==> src/rtl/debug_hart_run_ctrl_pkg.sv <==
// Shared debug definitions: run-control state encodings,
// DM status bit positions and debug cause codes.
package debug_hart_run_ctrl_pkg;

  localparam logic [1:0] ST_IDLE       = 2'd0;
  localparam logic [1:0] ST_HALT_REQ   = 2'd1;
  localparam logic [1:0] ST_HALTED     = 2'd2;
  localparam logic [1:0] ST_RESUME_REQ = 2'd3;

  localparam int unsigned STAT_HALTED    = 0;
  localparam int unsigned STAT_RUNNING   = 1;
  localparam int unsigned STAT_RESUMEACK = 2;
  localparam int unsigned STAT_TIMEOUT   = 3;

  typedef enum logic [2:0] {
    CAUSE_NONE         = 3'd0,
    CAUSE_EBREAK       = 3'd1,
    CAUSE_BREAKPOINT   = 3'd2,
    CAUSE_HALTREQ      = 3'd3,
    CAUSE_STEP         = 3'd4,
    CAUSE_RESETHALTREQ = 3'd5
  } dbg_cause_e;

  function automatic logic st_is_halted(
    input logic [1:0] st
  );
    return (st == ST_HALTED) ||
           (st == ST_RESUME_REQ);
  endfunction

endpackage

==> src/rtl/debug_hart_run_ctrl_if.sv <==
// Debug Module side of the hart run-control agent:
// requests from the DM and status back to it.
interface debug_hart_run_ctrl_if;

  logic dm_haltreq_i;
  logic dm_resumereq_i;
  logic dm_resethaltreq_i;
  logic dm_clr_timeout_i;
  logic dm_halted_o;
  logic dm_running_o;
  logic dm_resumeack_o;
  logic dm_timeout_o;

  modport master (
    output dm_haltreq_i,
    output dm_resumereq_i,
    output dm_resethaltreq_i,
    output dm_clr_timeout_i,
    input  dm_halted_o,
    input  dm_running_o,
    input  dm_resumeack_o,
    input  dm_timeout_o
  );

  modport slave (
    input  dm_haltreq_i,
    input  dm_resumereq_i,
    input  dm_resethaltreq_i,
    input  dm_clr_timeout_i,
    output dm_halted_o,
    output dm_running_o,
    output dm_resumeack_o,
    output dm_timeout_o
  );

endinterface

==> src/rtl/debug_hart_run_ctrl_retry_timer.sv <==
// Halt-request retry timer: cycle counter per strobe
// and count of re-strobes already issued.
module debug_hart_run_ctrl_retry_timer #(
  parameter int unsigned RETRY_CYCLES = 64,
  parameter int unsigned MAX_RETRIES  = 3
) (
  input  logic clk_i,
  input  logic rst_ni,
  input  logic start,
  input  logic run,
  output logic expire,
  output logic exhausted
);

  localparam int unsigned CW = $clog2(RETRY_CYCLES);
  localparam int unsigned RW = $clog2(MAX_RETRIES + 1);
  localparam logic [CW-1:0] CYC_LAST = CW'(RETRY_CYCLES - 1);
  localparam logic [RW-1:0] RTY_MAX  = RW'(MAX_RETRIES);

  logic [CW-1:0] cyc_cnt;
  logic [RW-1:0] retry_cnt;

  assign expire    = (cyc_cnt == CYC_LAST);
  assign exhausted = (retry_cnt >= RTY_MAX);

  always_ff @(posedge clk_i or negedge rst_ni) begin
    if (!rst_ni) begin
      cyc_cnt   <= '0;
      retry_cnt <= '0;
    end else if (start) begin
      cyc_cnt   <= '0;
      retry_cnt <= '0;
    end else if (run) begin
      if (expire) begin
        cyc_cnt <= '0;
        if (!exhausted) retry_cnt <= retry_cnt + 1'b1;
      end else begin
        cyc_cnt <= cyc_cnt + 1'b1;
      end
    end
  end

endmodule

==> src/rtl/debug_hart_run_ctrl.sv <==
// Hart-side run control: turns DM halt/resume requests
// into debug strobes and resume requests, reports status.
module debug_hart_run_ctrl
  import debug_hart_run_ctrl_pkg::*;
#(
  parameter int unsigned RETRY_CYCLES = 64,
  parameter int unsigned MAX_RETRIES  = 3
) (
  input  logic clk_i,
  input  logic rst_ni,
  input  logic hart_halted_i,
  output logic debug_strobe_o,
  output logic resume_req_o,
  debug_hart_run_ctrl_if.slave dm
);

  logic [1:0] state_q, state_d;
  logic strobe_d, resume_d, ack_d;
  logic tmo_set, start, run;
  logic rst_pending_q, req_rst_q, req_rst_d;
  logic expire, exhausted, rst_halt;

  assign rst_halt = rst_pending_q & dm.dm_resethaltreq_i;
  assign run      = (state_q == ST_HALT_REQ);

  debug_hart_run_ctrl_retry_timer #(
    .RETRY_CYCLES (RETRY_CYCLES),
    .MAX_RETRIES  (MAX_RETRIES)
  ) u_timer (
    .clk_i     (clk_i),
    .rst_ni    (rst_ni),
    .start     (start),
    .run       (run),
    .expire    (expire),
    .exhausted (exhausted)
  );

  always_comb begin
    state_d   = state_q;
    strobe_d  = 1'b0;
    resume_d  = resume_req_o;
    ack_d     = dm.dm_resumeack_o;
    tmo_set   = 1'b0;
    start     = 1'b0;
    req_rst_d = req_rst_q;
    unique case (state_q)
      ST_IDLE: begin
        if (hart_halted_i) begin
          state_d = ST_HALTED;
        end else if (dm.dm_haltreq_i | rst_halt) begin
          state_d   = ST_HALT_REQ;
          strobe_d  = 1'b1;
          start     = 1'b1;
          req_rst_d = rst_halt;
        end
      end
      ST_HALT_REQ: begin
        if (hart_halted_i) begin
          state_d = ST_HALTED;
        end else if (!dm.dm_haltreq_i && !req_rst_q) begin
          state_d = ST_IDLE;
        end else if (expire) begin
          if (exhausted) begin
            tmo_set = 1'b1;
            state_d = ST_IDLE;
          end else begin
            strobe_d = 1'b1;
          end
        end
      end
      ST_HALTED: begin
        // an external resume (not via DM) leaves resumeack alone
        if (!hart_halted_i) begin
          state_d = ST_IDLE;
        end else if (dm.dm_resumereq_i && !dm.dm_haltreq_i) begin
          state_d  = ST_RESUME_REQ;
          resume_d = 1'b1;
          ack_d    = 1'b0;
        end
      end
      ST_RESUME_REQ: begin
        if (!hart_halted_i) begin
          state_d  = ST_IDLE;
          resume_d = 1'b0;
          ack_d    = 1'b1;
        end
      end
      default: state_d = ST_IDLE;
    endcase
  end

  always_ff @(posedge clk_i or negedge rst_ni) begin
    if (!rst_ni) begin
      state_q           <= ST_IDLE;
      debug_strobe_o    <= 1'b0;
      resume_req_o      <= 1'b0;
      dm.dm_resumeack_o <= 1'b0;
      dm.dm_timeout_o   <= 1'b0;
      rst_pending_q     <= 1'b1;
      req_rst_q         <= 1'b0;
    end else begin
      state_q           <= state_d;
      debug_strobe_o    <= strobe_d;
      resume_req_o      <= resume_d;
      dm.dm_resumeack_o <= ack_d;
      rst_pending_q     <= 1'b0;
      req_rst_q         <= req_rst_d;
      // a new timeout beats a simultaneous clear
      dm.dm_timeout_o   <= tmo_set |
        (dm.dm_timeout_o & ~dm.dm_clr_timeout_i);
    end
  end

  assign dm.dm_halted_o  = st_is_halted(state_q);
  assign dm.dm_running_o = ~st_is_halted(state_q);

endmodule

==> src/flat_wrapper.sv <==
// flat-port wrapper written by rule: the top's interface ports become plain ports
module debug_hart_run_ctrl_flat import debug_hart_run_ctrl_pkg::*;
#(
  parameter int unsigned RETRY_CYCLES = 64,
  parameter int unsigned MAX_RETRIES  = 3
)
  (clk_i, rst_ni, hart_halted_i, debug_strobe_o, resume_req_o, dm_dm_haltreq_i, dm_dm_resumereq_i, dm_dm_resethaltreq_i, dm_dm_clr_timeout_i, dm_dm_halted_o, dm_dm_running_o, dm_dm_resumeack_o, dm_dm_timeout_o);
  debug_hart_run_ctrl_if dm_i ();
  input  logic clk_i;
  input  logic rst_ni;
  input  logic hart_halted_i;
  output logic debug_strobe_o;
  output logic resume_req_o;
  input wire logic [$bits(dm_i.dm_haltreq_i)-1:0] dm_dm_haltreq_i;
  input wire logic [$bits(dm_i.dm_resumereq_i)-1:0] dm_dm_resumereq_i;
  input wire logic [$bits(dm_i.dm_resethaltreq_i)-1:0] dm_dm_resethaltreq_i;
  input wire logic [$bits(dm_i.dm_clr_timeout_i)-1:0] dm_dm_clr_timeout_i;
  output wire logic [$bits(dm_i.dm_halted_o)-1:0] dm_dm_halted_o;
  output wire logic [$bits(dm_i.dm_running_o)-1:0] dm_dm_running_o;
  output wire logic [$bits(dm_i.dm_resumeack_o)-1:0] dm_dm_resumeack_o;
  output wire logic [$bits(dm_i.dm_timeout_o)-1:0] dm_dm_timeout_o;
  assign dm_i.dm_haltreq_i = dm_dm_haltreq_i;
  assign dm_i.dm_resumereq_i = dm_dm_resumereq_i;
  assign dm_i.dm_resethaltreq_i = dm_dm_resethaltreq_i;
  assign dm_i.dm_clr_timeout_i = dm_dm_clr_timeout_i;
  assign dm_dm_halted_o = dm_i.dm_halted_o;
  assign dm_dm_running_o = dm_i.dm_running_o;
  assign dm_dm_resumeack_o = dm_i.dm_resumeack_o;
  assign dm_dm_timeout_o = dm_i.dm_timeout_o;
  debug_hart_run_ctrl #(.RETRY_CYCLES(RETRY_CYCLES), .MAX_RETRIES(MAX_RETRIES)) u_core (.clk_i(clk_i), .rst_ni(rst_ni), .hart_halted_i(hart_halted_i), .debug_strobe_o(debug_strobe_o), .resume_req_o(resume_req_o), .dm(dm_i));
endmodule
==> config.mk <==
export PLATFORM = sky130hd
export DESIGN_NAME = debug_hart_run_ctrl_flat
export DESIGN_NICKNAME = d
export VERILOG_FILES = /design/src/rtl/debug_hart_run_ctrl_pkg.sv /design/src/rtl/debug_hart_run_ctrl_if.sv /design/src/rtl/debug_hart_run_ctrl_retry_timer.sv /design/src/rtl/debug_hart_run_ctrl.sv /design/src/flat_wrapper.sv
export SDC_FILE = /design/constraint.sdc
export NUM_CORES = 1
export LEC_CHECK = 0
export ABC_AREA = 1
export CORE_ASPECT_RATIO = 2
export CORE_MARGIN = 1
export CORE_UTILIZATION = 25
export DETAILED_ROUTE_END_ITERATION = 8
export SYNTH_ARGS = -nofsm -noshare
export SYNTH_HDL_FRONTEND = slang
export SYNTH_SLANG_ARGS = --single-unit
==> constraint.sdc <==
create_clock -name clk_i -period 1.75 [get_ports clk_i]
set_input_delay 0.2625 -clock clk_i [delete_from_list [all_inputs] [get_ports clk_i]]
set_output_delay 0.2625 -clock clk_i [all_outputs]
set_load 0.05 [all_outputs]
Yosys cells after proc, flatten, opt, wreduce, memory -nomap -nowiden:

Index checks and enable logic that the tools add are counted.

* add/subtract/negate cells: 2
* magnitude comparators: 1
* equality and inequality tests: 12
* mux-type cells: 38
* bitwise gates (word level): 7
* reduce and logical (&&, ||, !) cells: 13

Operators with widths (number)
* two-way mux 2 bit: 13
* two-way mux 1 bit: 18
* two-way mux 6 bit: 3
* inequality test 4 bit, second input constant: 2
* one-hot mux 2 bit (4 select lines): 1
* adder 6 x 1 -> 6 bit, second input constant: 1
* equality test 6 bit, second input constant: 1
* inequality test 3 x 2 -> 1 bit, second input constant: 2
* one-hot mux 1 bit (2 select lines): 3
* AND reduction 3 bit: 2
* nonzero test 2 bit: 3
* AND reduction 5 bit: 1
* equality test 2 bit, second input constant: 2
* inequality test 2 x 1 -> 1 bit, second input constant: 2
* inequality test 2 bit, second input constant: 2
* AND reduction 4 bit: 1
* NOT 1 bit: 3
* adder 2 x 1 -> 2 bit, second input constant: 1
* bitwise AND 1 bit: 2
* equality test 2 x 1 -> 1 bit, second input constant: 1
* >= comparator 2 bit, second input constant: 1
* logical AND 1 bit: 2
* zero test 1 bit: 2
* zero test 2 bit: 1
* 2 further kinds: 3

* bits in registers: 16
* bits of input ports: 7

Depth between registers and ports, before layout:

* depth in word-level cells: 7
* mapped depth: 8
* mapped depth without buffers: 8

Hierarchy:

A second synthesis with hierarchy kept.

* cells, all modules: 112
* area total of the unflattened synthesis: 879.6 µm²

Modules (own cells, without submodules)
* debug_hart_run_ctrl_retry_timer: instances 1, cells an instance 62, area each 489.2 µm², seq. area each 200.2 µm²
* debug_hart_run_ctrl: instances 1, cells an instance 50, area each 390.4 µm², seq. area each 201.4 µm²

Worst setup path after synthesis:

No wires, ideal clock.

* path kind: reg-to-reg
* start point: register u_core.state_q[1]
* end point: register u_core.u_timer.retry_cnt[0]
* setup time: 0.117 ns
* arrival: 1.300 ns
* slack: 0.333 ns
* cell stages (with the launch flop): 7
* path buffers: 0
* clock period less this slack: 1.417 ns
* cell sequence: dfrtp_1 inv_1 nand3_1 nor2_2 nand2_1 nand2_1 nor2_1

* longest elaborated chain between the ends: 4

RTL lines
* start: declaration: line debug_hart_run_ctrl.sv:17 `logic [1:0] state_q, state_d;`
* start signal: assignment: line debug_hart_run_ctrl.sv:102 `state_q <= state_d;`
* zero test 2 bit: line debug_hart_run_ctrl.sv:46 `unique case (state_q)`
* two-way mux 1 bit: line debug_hart_run_ctrl.sv:46
* inequality test 2 x 1 -> 1 bit (no source line) / nonzero test 2 bit (equally long branches)
* AND reduction 3 bit (no source line)
* end signal: assignment: line debug_hart_run_ctrl_retry_timer.sv:36 `if (!exhausted) retry_cnt <= retry_cnt + 1'b1;`
* end: declaration: line debug_hart_run_ctrl_retry_timer.sv:21 `logic [RW-1:0] retry_cnt;`

Parallel ways exist; a longest one is shown, timed or not.
A chain may end at the register's enable or synchronous reset.

Worst setup path after layout:

* start point: register u_core.dm.dm_timeout_o
* end point: output port dm_dm_timeout_o

RTL lines
* start: declaration: line debug_hart_run_ctrl_if.sv:33 `output dm_timeout_o`
* start signal: assignment: line debug_hart_run_ctrl.sv:109 `dm.dm_timeout_o <= tmo_set |`
* end: declaration: line flat_wrapper.sv:21 `output wire logic [$bits(dm_i.dm_timeout_o)-1:0] dm_dm_timeout_o;`

No word-level cell between the ends.

==> impl_metrics.yaml <==
yosys:
  synth.avg_cell_area_um2: 7.93
  synth-async-reset-ratio: 1.00
  synth_area_um2: 848
  synthesis.nets: 116
  yosysTopAreaCell: "dfrtp_1"
  ys.flop_type: "dfrtp_1"
  synth_edf_count: 0
  yosys_warnings: 0
  synthDistinctLibCells: 22
  synth_area_leaders: "dfrtp_1 44%, nand2_1 10%, nor2_1 6.6%, nand3_1 6.5%, inv_1 5.3%"
  synthCells: 107
  netlist.area_leader.share: 0.442
  ys_ff_latch: 16
  yosysSeqAreaShare: 0.473
timing:
  final_max_slew_viol_count: 0
  worst_slack_ns: 0.111
  rsz0062_at_grt: "no"
  setup_viol: 0
  period_needed_ns: 1.64
  fin_setup_tns_ns: 0
  finalClockSkew_ns: 0.00511
  max_clock_freq_ghz: 0.610
  hold_viol: 0
  min_period_over_period: 0.937
critical_path:
  rrSetupSlack_ns: 0.42
  cp_max_fo: 2
  critPathLaunchType: "register"
  r2r-start: "u_core.u_timer.cyc_cnt[0]$_DFFE_PN0P_"
  endpoint_kind: "output port"
  criticalPathCategory: "register to output port"
  cp_data_arrival_time_ns: 1.38
  startpoint: "u_core.dm.dm_timeout_o$_DFF_PN0_"
  max_stage_delay_ns: 0.80
  crit_path_top_delay_cell: "clkdlybuf4s50_1"
  required_ns: 1.49
  crit_family: "buffers and inverters"
  crit_buf_inv: 1
  crit_chain: "clkdlybuf4s50_1"
floorplan:
  die_h_um: 84.4
  dieArea_um2: 3640
  initial_core_util: 0.266
  die_width_um: 43.2
  io_pins: 13
  core_um2: 3190
  rows: 29
placed_design:
  place_inst: 149
  placedInstanceArea_um2: 992
  pre_cts_ws_ns: 0.246
  hpwlAfterDp_um: 1270
  port_buffers: 12
  place.gp.congestion: 0.782
pwr:
  total_power_uw: 1110
  p_leak_uw: 0.000508
  vdd_ir_drop_max_v: 0.000487
  powerDensity_nw_per_um2: 1070
routing:
  first_pass_iters: 4
  vias_per_cell: 4.67
  drc: 0
  drt_iter0_drc: 15
  ant_nets: 0
  vias: 714
  wl_um: 1620
  wl_per_cell_um: 10.6
final_layout:
  drive_above_1_share: 0.148
  layout.nets: 132
  fillers: 340
  fin_cells: 153
  final_cell_area_um2: 1040
  area_growth_pct: 22.3
  insertedDiodeCount: 0
global_routing:
  grt_pass1_vias: 693
  grt.total_usage: 0.102
  grt_max_degree: 17
  antenna_found_initial: 0
  gr-total-overflow: 0
  grt_pass1_wl_um: 2860
clocking:
  cts_buffers: 3
  htreeDepth: 1
  ctsRootBufferMaster: "clkbuf_8"
  cts_resized: 0
  postCtsHoldBufs: 0
  cts_setup_buffers: 0
  cts_tree: "yes"
  clock-sinks: 16
  clkLatencyLatePin_ns: 0.25
  clk_pin_slew_ns: 0.06
  cts_buffer_depth: 2
flow_run:
  drv_cap: 0
outcome:
  status: "finished, final reports clean"
worst_hold_path:
  hp-class: "primary input to async pin"
## flip-flops by register name (all words and copies together) (netlist names)
register,cells
u_core.debug_strobe_o,1
u_core.dm.dm_resumeack_o,1
u_core.dm.dm_timeout_o,1
u_core.req_rst_q,1
u_core.resume_req_o,1
u_core.rst_pending_q,1
u_core.state_q,2
u_core.u_timer.cyc_cnt,6
u_core.u_timer.retry_cnt,2
## through the flow
stage / utilization / hold slack, ns
6_report: 0.325 / 0.331
4_1_cts: 0.325 / 0.335
3_3_place_gp: 0.311 / 0.489
2_1_floorplan: - / -0.0331
3_5_place_dp: 0.311 / 0.496
5_1_grt: 0.325 / 0.359
## logic make-up (layout without fill, tap and decap cells)
group / count (synthesis) / after routing / share of synthesized area
flops: 16 / 16 / 0.473
other cells: 1 / 1 / 0.00442
simple gates: 59 / 59 / 0.322
buf+inv: 14 / 29 / 0.0678
compound gates: 15 / 15 / 0.103
fa+ha+maj: 2 / 2 / 0.0295
## placed cells by master (no fill, tap or decap)
| cell | synthesis | final |
|---|---|---|
| nor2_2 | 3 | 3 |
| dfstp_2 | 1 | 1 |
| nand2_4 | 1 | 1 |
| conb_1 | 1 | 1 |
| clkbuf_8 | 0 | 3 |
| nand2_1 | 23 | 23 |
| o21ai_1 | 3 | 3 |
| a21oi_1 | 3 | 3 |
| a21oi_4 | 1 | 1 |
| clkbuf_1 | 1 | 1 |
| nor2_4 | 1 | 1 |
| ha_1 | 2 | 2 |
| dfrtp_1 | 15 | 15 |
| o22ai_1 | 1 | 1 |
| inv_1 | 12 | 12 |
| nand2_2 | 2 | 2 |
| nand4_1 | 1 | 1 |
| nand3_2 | 1 | 1 |
| nor2_1 | 15 | 15 |
| nor3_1 | 1 | 1 |
| clkdlybuf4s50_1 | 0 | 8 |
| buf_4 | 0 | 5 |
| o21ai_0 | 7 | 7 |
| nand3_1 | 11 | 11 |
## cells in the mapped netlist, drive strengths merged (2+ instances only)
| master | n |
|---|---|
| nand2 | 26 |
| nor2 | 19 |
| dfrtp | 15 |
| inv | 12 |
| nand3 | 12 |
| o21ai | 10 |
| a21oi | 4 |
| ha | 2 |
## cell type report
cell class | instances | area [um^2] | share of cell area
timing repair buffer | 13 | 118 | 0.113
tap | 31 | 38.8 | 0.0374
inverter | 12 | 45.0 | 0.0434
clock buffer | 4 | 45.0 | 0.0434
multi-input combinational | 77 | 389 | 0.375
sequential | 16 | 402 | 0.387
## routing by layer
metal  wire (um)  up-vias  global-route usage  part of all wire
met1         678      322               0.115              0.42
li1            -      373                   -                 -
met5           0        -                   0                 0
met4          46        0              0.0634             0.028
met2         835       15               0.171              0.52
met3          60        4              0.0151             0.037
## path summary, 6_finish.rpt
path	to	cells after the start
min in group clk_i	u_core.dm.dm_resumeack_o$_DFFE_PN0P_	2
setup reg to reg	u_core.state_q[0]$_DFFE_PN0P_	8
max in group asynchronous	u_core.rst_pending_q$_DFF_PN1_	2
hold reg to reg	u_core.dm.dm_resumeack_o$_DFFE_PN0P_	2
setup / recovery	dm_dm_timeout_o	1
hold / removal	u_core.u_timer.cyc_cnt[0]$_DFFE_PN0P_	2
## power breakdown
part	internal (uW)	switching, uW
Sequential	445	73.9
Clock	161	120
Combinational	110	200
## worst reg2reg max path, stage by stage, from the launching register on
cell and delay (ns):
dfrtp_1 0.41, ha_1 0.20, nand2_2 0.08, nor2_4 0.12, nand2_2 0.11, nand3_1 0.10
nand3_1 0.08, nand2_1 0.06, nand2_1 0.05
Power figures use the tool's default switching activity.
